`src/rtl/reg_scoreboard_pkg.sv`:
```
// Shared constants and types for the register-file issue scoreboard.
package reg_sched_pkg;
  localparam int NUM_REGS = 32;
  localparam int ADDR_W   = 5;
  localparam int CNT_W    = 2;
  localparam int OUT_W    = ADDR_W + CNT_W;

  typedef logic [ADDR_W-1:0] reg_addr_t;
  typedef logic [CNT_W-1:0]  pend_cnt_t;
  typedef logic [OUT_W-1:0]  out_cnt_t;

  localparam reg_addr_t ZERO_REG = '0;
  localparam pend_cnt_t CNT_MAX  = '1;
  localparam out_cnt_t  OUT_MAX  = '1;
endpackage

```
`src/rtl/reg_scoreboard_if.sv`:
```
// Issue, writeback and status bundle between decode/writeback (master) and the scoreboard (slave).
interface reg_scoreboard_if;
  import reg_sched_pkg::*;

  logic                flush_i;
  logic                issue_valid_i;
  reg_addr_t           issue_rs_i;
  reg_addr_t           issue_rt_i;
  logic                issue_use_rs_i;
  logic                issue_use_rt_i;
  reg_addr_t           issue_rd_i;
  logic                issue_wr_i;
  logic                issue_ready_o;
  logic                stall_o;
  logic                wb_valid_i;
  reg_addr_t           wb_rd_i;
  logic [NUM_REGS-1:0] busy_o;
  out_cnt_t            outstanding_o;
  logic                err_o;

  modport master (
    output flush_i, issue_valid_i, issue_rs_i, issue_rt_i, issue_use_rs_i,
           issue_use_rt_i, issue_rd_i, issue_wr_i, wb_valid_i, wb_rd_i,
    input  issue_ready_o, stall_o, busy_o, outstanding_o, err_o
  );

  modport slave (
    input  flush_i, issue_valid_i, issue_rs_i, issue_rt_i, issue_use_rs_i,
           issue_use_rt_i, issue_rd_i, issue_wr_i, wb_valid_i, wb_rd_i,
    output issue_ready_o, stall_o, busy_o, outstanding_o, err_o
  );
endinterface

```
`src/rtl/reg_scoreboard_sb_counter.sv`:
```
// Per-register pending-write counter: saturating up/down with clear and error pulses.
module sb_counter
  import reg_sched_pkg::*;
(
  input  logic      clk_i,
  input  logic      rst_i,
  input  logic      clear_i,
  input  logic      inc_i,
  input  logic      dec_i,
  output pend_cnt_t cnt_o,
  output logic      dec_ok_o,
  output logic      underflow_o,
  output logic      overflow_o
);
  pend_cnt_t r_cnt;
  logic      w_zero;
  logic      w_full;

  assign w_zero      = (r_cnt == '0);
  assign w_full      = (r_cnt == CNT_MAX);
  assign dec_ok_o    = dec_i & ~w_zero;
  assign underflow_o = dec_i & w_zero;
  assign overflow_o  = inc_i & ~dec_ok_o & w_full;
  assign cnt_o       = r_cnt;

  always_ff @(posedge clk_i or posedge rst_i) begin
    if (rst_i) begin
      r_cnt <= '0;
    end else if (clear_i) begin
      r_cnt <= '0;
    end else if (inc_i & ~dec_ok_o & ~w_full) begin
      r_cnt <= r_cnt + pend_cnt_t'(1);
    end else if (dec_ok_o & ~inc_i) begin
      r_cnt <= r_cnt - pend_cnt_t'(1);
    end
  end
endmodule

```
`src/rtl/reg_scoreboard.sv`:
```
// Issue scoreboard: per-register pending-write tracking, RAW/WAW-full issue gating.
// Optional macro WB_BYPASS_EN: a source whose last pending write retires this cycle does not stall.
module reg_scoreboard
  import reg_sched_pkg::*;
(
  input  logic             clk_i,
  input  logic             rst_i,
  reg_scoreboard_if.slave  sb
);
  pend_cnt_t           w_cnt [NUM_REGS];
  logic [NUM_REGS-1:0] w_busy;
  logic [NUM_REGS-1:0] w_pend;
  logic [NUM_REGS-1:0] w_dec_ok;
  logic [NUM_REGS-1:0] w_unf;
  logic [NUM_REGS-1:0] w_ovf;
  logic                w_raw_rs;
  logic                w_raw_rt;
  logic                w_waw_full;
  logic                w_ready;
  logic                w_fire;
  logic                w_inc_any;
  logic                w_dec_any;
  out_cnt_t            r_out;
  logic                r_err;

  // Register 0 is hardwired zero and never tracked.
  assign w_cnt[0]    = '0;
  assign w_busy[0]   = 1'b0;
  assign w_pend[0]   = 1'b0;
  assign w_dec_ok[0] = 1'b0;
  assign w_unf[0]    = 1'b0;
  assign w_ovf[0]    = 1'b0;

  for (genvar g = 1; g < NUM_REGS; g++) begin : g_cnt
    logic w_inc;
    logic w_dec_req;
    assign w_inc     = w_fire & sb.issue_wr_i & (sb.issue_rd_i == reg_addr_t'(g));
    assign w_dec_req = sb.wb_valid_i & (sb.wb_rd_i == reg_addr_t'(g));

    sb_counter u_cnt (
      .clk_i       (clk_i),
      .rst_i       (rst_i),
      .clear_i     (sb.flush_i),
      .inc_i       (w_inc),
      .dec_i       (w_dec_req),
      .cnt_o       (w_cnt[g]),
      .dec_ok_o    (w_dec_ok[g]),
      .underflow_o (w_unf[g]),
      .overflow_o  (w_ovf[g])
    );

    assign w_busy[g] = (w_cnt[g] != '0);
`ifdef WB_BYPASS_EN
    assign w_pend[g] = ((w_cnt[g] - pend_cnt_t'(w_dec_ok[g])) != '0);
`else
    assign w_pend[g] = w_busy[g];
`endif
  end

  assign w_raw_rs   = sb.issue_use_rs_i & (sb.issue_rs_i != ZERO_REG) & w_pend[sb.issue_rs_i];
  assign w_raw_rt   = sb.issue_use_rt_i & (sb.issue_rt_i != ZERO_REG) & w_pend[sb.issue_rt_i];
  // A writeback hitting rd frees a slot in the same cycle, so a full counter may still accept.
  assign w_waw_full = sb.issue_wr_i & (sb.issue_rd_i != ZERO_REG) &
                      (w_cnt[sb.issue_rd_i] == CNT_MAX) &
                      ~(sb.wb_valid_i & (sb.wb_rd_i == sb.issue_rd_i));
  assign w_ready    = ~sb.flush_i & ~(w_raw_rs | w_raw_rt | w_waw_full);
  assign w_fire     = sb.issue_valid_i & w_ready;
  assign w_inc_any  = w_fire & sb.issue_wr_i & (sb.issue_rd_i != ZERO_REG);
  assign w_dec_any  = |w_dec_ok;

  always_ff @(posedge clk_i or posedge rst_i) begin
    if (rst_i) begin
      r_out <= '0;
    end else if (sb.flush_i) begin
      r_out <= '0;
    end else if (w_inc_any & ~w_dec_any & (r_out != OUT_MAX)) begin
      r_out <= r_out + out_cnt_t'(1);
    end else if (w_dec_any & ~w_inc_any & (r_out != '0)) begin
      r_out <= r_out - out_cnt_t'(1);
    end
  end

  // Sticky error survives flush; only reset clears it.
  always_ff @(posedge clk_i or posedge rst_i) begin
    if (rst_i) begin
      r_err <= 1'b0;
    end else if (~sb.flush_i & ((|w_unf) | (|w_ovf))) begin
      r_err <= 1'b1;
    end
  end

  assign sb.issue_ready_o = w_ready;
  assign sb.stall_o       = sb.issue_valid_i & ~w_ready;
  assign sb.busy_o        = w_busy;
  assign sb.outstanding_o = r_out;
  assign sb.err_o         = r_err;
endmodule

```
`src/flat_wrapper.sv`:
```
// flat-port wrapper written by rule: the top's interface ports become plain ports
module reg_scoreboard_flat import reg_sched_pkg::*;
  (clk_i, rst_i, sb_flush_i, sb_issue_valid_i, sb_issue_rs_i, sb_issue_rt_i, sb_issue_use_rs_i, sb_issue_use_rt_i, sb_issue_rd_i, sb_issue_wr_i, sb_wb_valid_i, sb_wb_rd_i, sb_issue_ready_o, sb_stall_o, sb_busy_o, sb_outstanding_o, sb_err_o);
  reg_scoreboard_if sb_i ();
  input  logic clk_i;
  input  logic rst_i;
  input wire logic [$bits(sb_i.flush_i)-1:0] sb_flush_i;
  input wire logic [$bits(sb_i.issue_valid_i)-1:0] sb_issue_valid_i;
  input wire logic [$bits(sb_i.issue_rs_i)-1:0] sb_issue_rs_i;
  input wire logic [$bits(sb_i.issue_rt_i)-1:0] sb_issue_rt_i;
  input wire logic [$bits(sb_i.issue_use_rs_i)-1:0] sb_issue_use_rs_i;
  input wire logic [$bits(sb_i.issue_use_rt_i)-1:0] sb_issue_use_rt_i;
  input wire logic [$bits(sb_i.issue_rd_i)-1:0] sb_issue_rd_i;
  input wire logic [$bits(sb_i.issue_wr_i)-1:0] sb_issue_wr_i;
  input wire logic [$bits(sb_i.wb_valid_i)-1:0] sb_wb_valid_i;
  input wire logic [$bits(sb_i.wb_rd_i)-1:0] sb_wb_rd_i;
  output wire logic [$bits(sb_i.issue_ready_o)-1:0] sb_issue_ready_o;
  output wire logic [$bits(sb_i.stall_o)-1:0] sb_stall_o;
  output wire logic [$bits(sb_i.busy_o)-1:0] sb_busy_o;
  output wire logic [$bits(sb_i.outstanding_o)-1:0] sb_outstanding_o;
  output wire logic [$bits(sb_i.err_o)-1:0] sb_err_o;
  assign sb_i.flush_i = sb_flush_i;
  assign sb_i.issue_valid_i = sb_issue_valid_i;
  assign sb_i.issue_rs_i = sb_issue_rs_i;
  assign sb_i.issue_rt_i = sb_issue_rt_i;
  assign sb_i.issue_use_rs_i = sb_issue_use_rs_i;
  assign sb_i.issue_use_rt_i = sb_issue_use_rt_i;
  assign sb_i.issue_rd_i = sb_issue_rd_i;
  assign sb_i.issue_wr_i = sb_issue_wr_i;
  assign sb_i.wb_valid_i = sb_wb_valid_i;
  assign sb_i.wb_rd_i = sb_wb_rd_i;
  assign sb_issue_ready_o = sb_i.issue_ready_o;
  assign sb_stall_o = sb_i.stall_o;
  assign sb_busy_o = sb_i.busy_o;
  assign sb_outstanding_o = sb_i.outstanding_o;
  assign sb_err_o = sb_i.err_o;
  reg_scoreboard u_core (.clk_i(clk_i), .rst_i(rst_i), .sb(sb_i));
endmodule
```
`config.mk`:
```
export PLATFORM = sky130hd
export DESIGN_NAME = reg_scoreboard_flat
export DESIGN_NICKNAME = d
export VERILOG_FILES = /design/src/rtl/reg_scoreboard_pkg.sv /design/src/rtl/reg_scoreboard_if.sv /design/src/rtl/reg_scoreboard_sb_counter.sv /design/src/rtl/reg_scoreboard.sv /design/src/flat_wrapper.sv
export SDC_FILE = /design/constraint.sdc
export NUM_CORES = 1
export LEC_CHECK = 0
export BUFFER_PORTS_ARGS = -buffer_cell sky130_fd_sc_hd__buf_2
export CORE_MARGIN = 2
export CORE_UTILIZATION = 55
export DETAILED_ROUTE_END_ITERATION = 7
export HOLD_SLACK_MARGIN = 0.03
export PLACE_DENSITY = 0.79
export RECOVER_POWER = 50
export SLEW_MARGIN = 25
export SYNTH_ARGS = -nofsm -noshare
export SYNTH_HDL_FRONTEND = slang
export SYNTH_HIERARCHICAL = 1
export SYNTH_SLANG_ARGS = --single-unit
export TNS_END_PERCENT = 30
```
`constraint.sdc`:
```
create_clock -name clk_i -period 9.4 [get_ports clk_i]
set_input_delay 0.94 -clock clk_i [delete_from_list [all_inputs] [get_ports clk_i]]
set_output_delay 0.94 -clock clk_i [all_outputs]
set_load 0.01 [all_outputs]
```
==> impl_metrics.yaml <==
run_status:
  status: "finished with violations"
  violations: "capacitance limit, slew limit"
detailed_routing:
  route.detailed.drc: 0
  drtPass1Iterations: 6
  vias: 7683
  drtIter0Drc: 938
  ant_nets: 0
  viasPerCell: 6.64
  wl_per_cell_um: 19.5
  wl_um: 22600
synthesis:
  muxShareOfSynthArea: 0.0668
  synthCells: 929
  synth-compound-area-share: 0.255
  synthXorXnorAreaFrac: 0.00947
  synth_cell_type_count: 64
  synth.avg_cell_area_um2: 7.96
  syn-cell-area_um2: 7400
  synth_top_family_by_area: "simple AND/OR/NAND/NOR gates"
  synth-simple-area-share: 0.370
  async_flop_share: 1.00
  synth_edf_count: 0
  yosysSeqAreaShare: 0.237
  synthAdderAreaFrac: 0.0129
  synth-warning-count: 6
  ys.flop_type: "dfrtp_1"
  mappedNetlistNets: 964
  ys_ff_latch: 70
die:
  die-area_um2: 14400
  start_util: 0.561
  die_w_um: 120
  pin_count: 70
  dieHeight_um: 120
  core_area_um2: 13200
  rows: 42
worst_setup_path:
  critPathSlowestCell: "nor4_1"
  worst-path-max-fanout: 8
  required_ns: 9.63
  r2r_cells: 15
  worstPathArrival_ns: 5.99
  path_cells: "buf_2 -> nand2b_1 -> nor2_1 -> o21a_1 -> nor4_1 -> nand4_1 -> nor2_1 -> o21ai_0 -> or2_2 -> nor4_1 -> inv_1 -> ha_1 -> nor2b_1 -> o21ai_0 -> nand2b_1 -> a21o_1 -> a21oi_1 -> mux2i_1 -> mux2_2"
  cp-end-kind: "flop"
  slowest_delay_ns: 0.71
  path_class: "in -> reg"
  critPathLaunchType: "input pin"
cts:
  clkSinkCount: 70
  ctsHoldBuffers: 0
  clockBufferDepth: 2
  clk_pin_slew_ns: 0.05
  cts_tree: "done"
  cts_max_level: 3
  clk_latency_ns: 0.35
  numCtsBuffers: 9
  root_buffer: "clkbuf_16"
  cts_resized: 0
  cts_setup_buffers: 0
global_route:
  antenna_found_initial: 1
  grt_pass1_vias: 6804
  overflow: 0
  grt_max_degree: 57
  grt_pass1_wl_um: 35500
  grtUsageTotal: 0.315
final_layout:
  n_fill_cell: 1184
  drive_gt1_frac: 0.143
  regArea_um2: 1750
  multi_input_area_um2: 5280
  nets: 1012
  final_area_um2: 8050
  area_growth_pct: 8.76
sta:
  hold_viol_final: 0
  fmax_mhz: 174
  fin_tns_setup_ns: 0
  clock_skew_ns: 0.00513
  tightest_slew_ns: 1.77
  setup_viol: 0
  rsz0062_at_grt: "no"
  final_max_slew_viol_count: 33
  post-route-min-period_ns: 5.76
  fin_crit_sh: 0.613
  slew_headroom: -0.177
hold_path:
  hold_depth: 1
  hp-class: "reg -> reg"
power:
  ir_worst_vdd_mv: 0.0894
  leakage_nw: 3.42
  power_density_nw_per_um2: 101
placement:
  dp_hpwl_um: 16700
  place.gp.congestion: 0.978
  placed_area_um2: 7820
  port_buffers: 68
run:
  cap_violations: 1
==> path summary, 6_finish.rpt <==
check / start / endpoint / slack [ns]
min: u_core/sb.err_o / u_core/sb.err_o / 0.56
min in group asynchronous: rst_i / u_core/g_cnt[7].u_cnt/cnt_o[0] / 1.20
max reg2reg: u_core/g_cnt[20].u_cnt/cnt_o[0] / u_core/sb.outstanding_o[6] / 4.08
min reg2reg: u_core/sb.err_o / u_core/sb.err_o / 0.56
max in group asynchronous: rst_i / u_core/sb.err_o / 7.64
max: sb_wb_rd_i[1] / u_core/sb.outstanding_o[6] / 3.64
==> cells in the final DEF, fill, tap and decap left out, drive strengths merged, types with 4 or more instances in the layout <==
cell type  synthesis  routed
nor4b              4       4
dfrtp             70      70
nand4b             4       4
nand4             11      11
o21a              31      31
nor2              88      88
a21oi             38      38
mux2i              4       4
o21ba             31      31
nor4              28      28
or2               19      19
nand2             51      51
nor2b             74      74
xnor2              7       7
clkbuf            20      27
and3              34      34
a2111oi           35      35
mux4              13      13
nor3              47      47
nand2b            36      36
nand3b             5       5
ha                 6       6
a22oi             31      31
or3                7       7
mux2              12      12
o21ai             40      40
inv               55      55
nor3b             31      31
nand3             47      47
a221oi             4       4
buf               12      54
==> per-layer routing <==
layer,vias up,part of all wire,GRT usage
li1,3538,-,-
met1,3689,0.42,0.428
met2,393,0.45,0.475
met3,63,0.093,0.0708
met4,0,0.036,0.151
met5,-,0,0
==> cells by family (layout without fill, tap and decap cells) <==
family | Yosys count | count (layout)
xor gates and xnor gates | 8 | 8
muxes | 29 | 29
other | 1 | 2
AOI/OAI and AO/OA | 231 | 231
and+or+nand+nor | 496 | 496
adders and majority gates | 7 | 7
buffers and inverters | 87 | 138
DFF | 70 | 70
==> state kept, by name, summed over array words and instances, names as in the netlist <==
register	count
u_core/sb.outstanding_o	7
u_core/g_cnt.u_cnt/cnt_o	62
u_core/sb.err_o	1
==> critical path: cells and delay by family <==
kind	cells	cell delay (ns)
fa+ha+maj	1	0.40
compound gates	5	0.84
mux	2	0.58
buf+inv	2	0.46
simple gates	9	2.75
==> report_power, final <==
part | switching, W | leakage (nW) | internal [W] | total, W
combinational | 0.000101 | 2.32 | 0.0000789 | 0.000180
clock | 0.000123 | 0.128 | 0.000182 | 0.000305
sequential | 0.0000168 | 0.966 | 0.000311 | 0.000328
==> cell usage after synthesis, drive strengths merged (12+ instances only) <==
master	instances	area, um2
or2	19	129
nor2b	74	463
a2111oi	35	500
nand2b	36	225
nand3	47	235
nor3b	31	233
a22oi	31	233
mux4	13	293
a21oi	38	190
o21a	31	233
nor4	28	175
nand2	51	191
buf	12	75.1
inv	55	206
mux2	12	161
dfrtp	70	1750
nor3	47	235
o21ba	31	310
and3	34	213
clkbuf	20	75.1
o21ai	40	200
nor2	88	330
==> cell type report <==
cell class,instances,area share
clock inverters,2,0.00124
flip-flops and latches,70,0.218
clock buffers,12,0.0306
multi-input cells,772,0.656
repair buffers,69,0.0409
well taps,176,0.0274
inverters,55,0.0257
diodes,1,0.000311
==> metrics by stage <==
stage | hold WS, ns | total power [W] | cells | worst slack [ns] | util
2_1_floorplan | 0.513 | 0.000461 | 929 | 4.51 | -
3_3_place_gp | 0.527 | 0.000508 | 1142 | 3.64 | 0.593
3_5_place_dp | 0.534 | 0.000511 | 1142 | 3.56 | 0.593
4_1_cts | 0.552 | 0.000815 | 1156 | 3.89 | 0.612
5_1_grt | 0.582 | 0.000846 | 1156 | 3.39 | 0.610
6_report | 0.564 | 0.000813 | 1157 | 3.64 | 0.610
(Power assumes the default switching activity.)
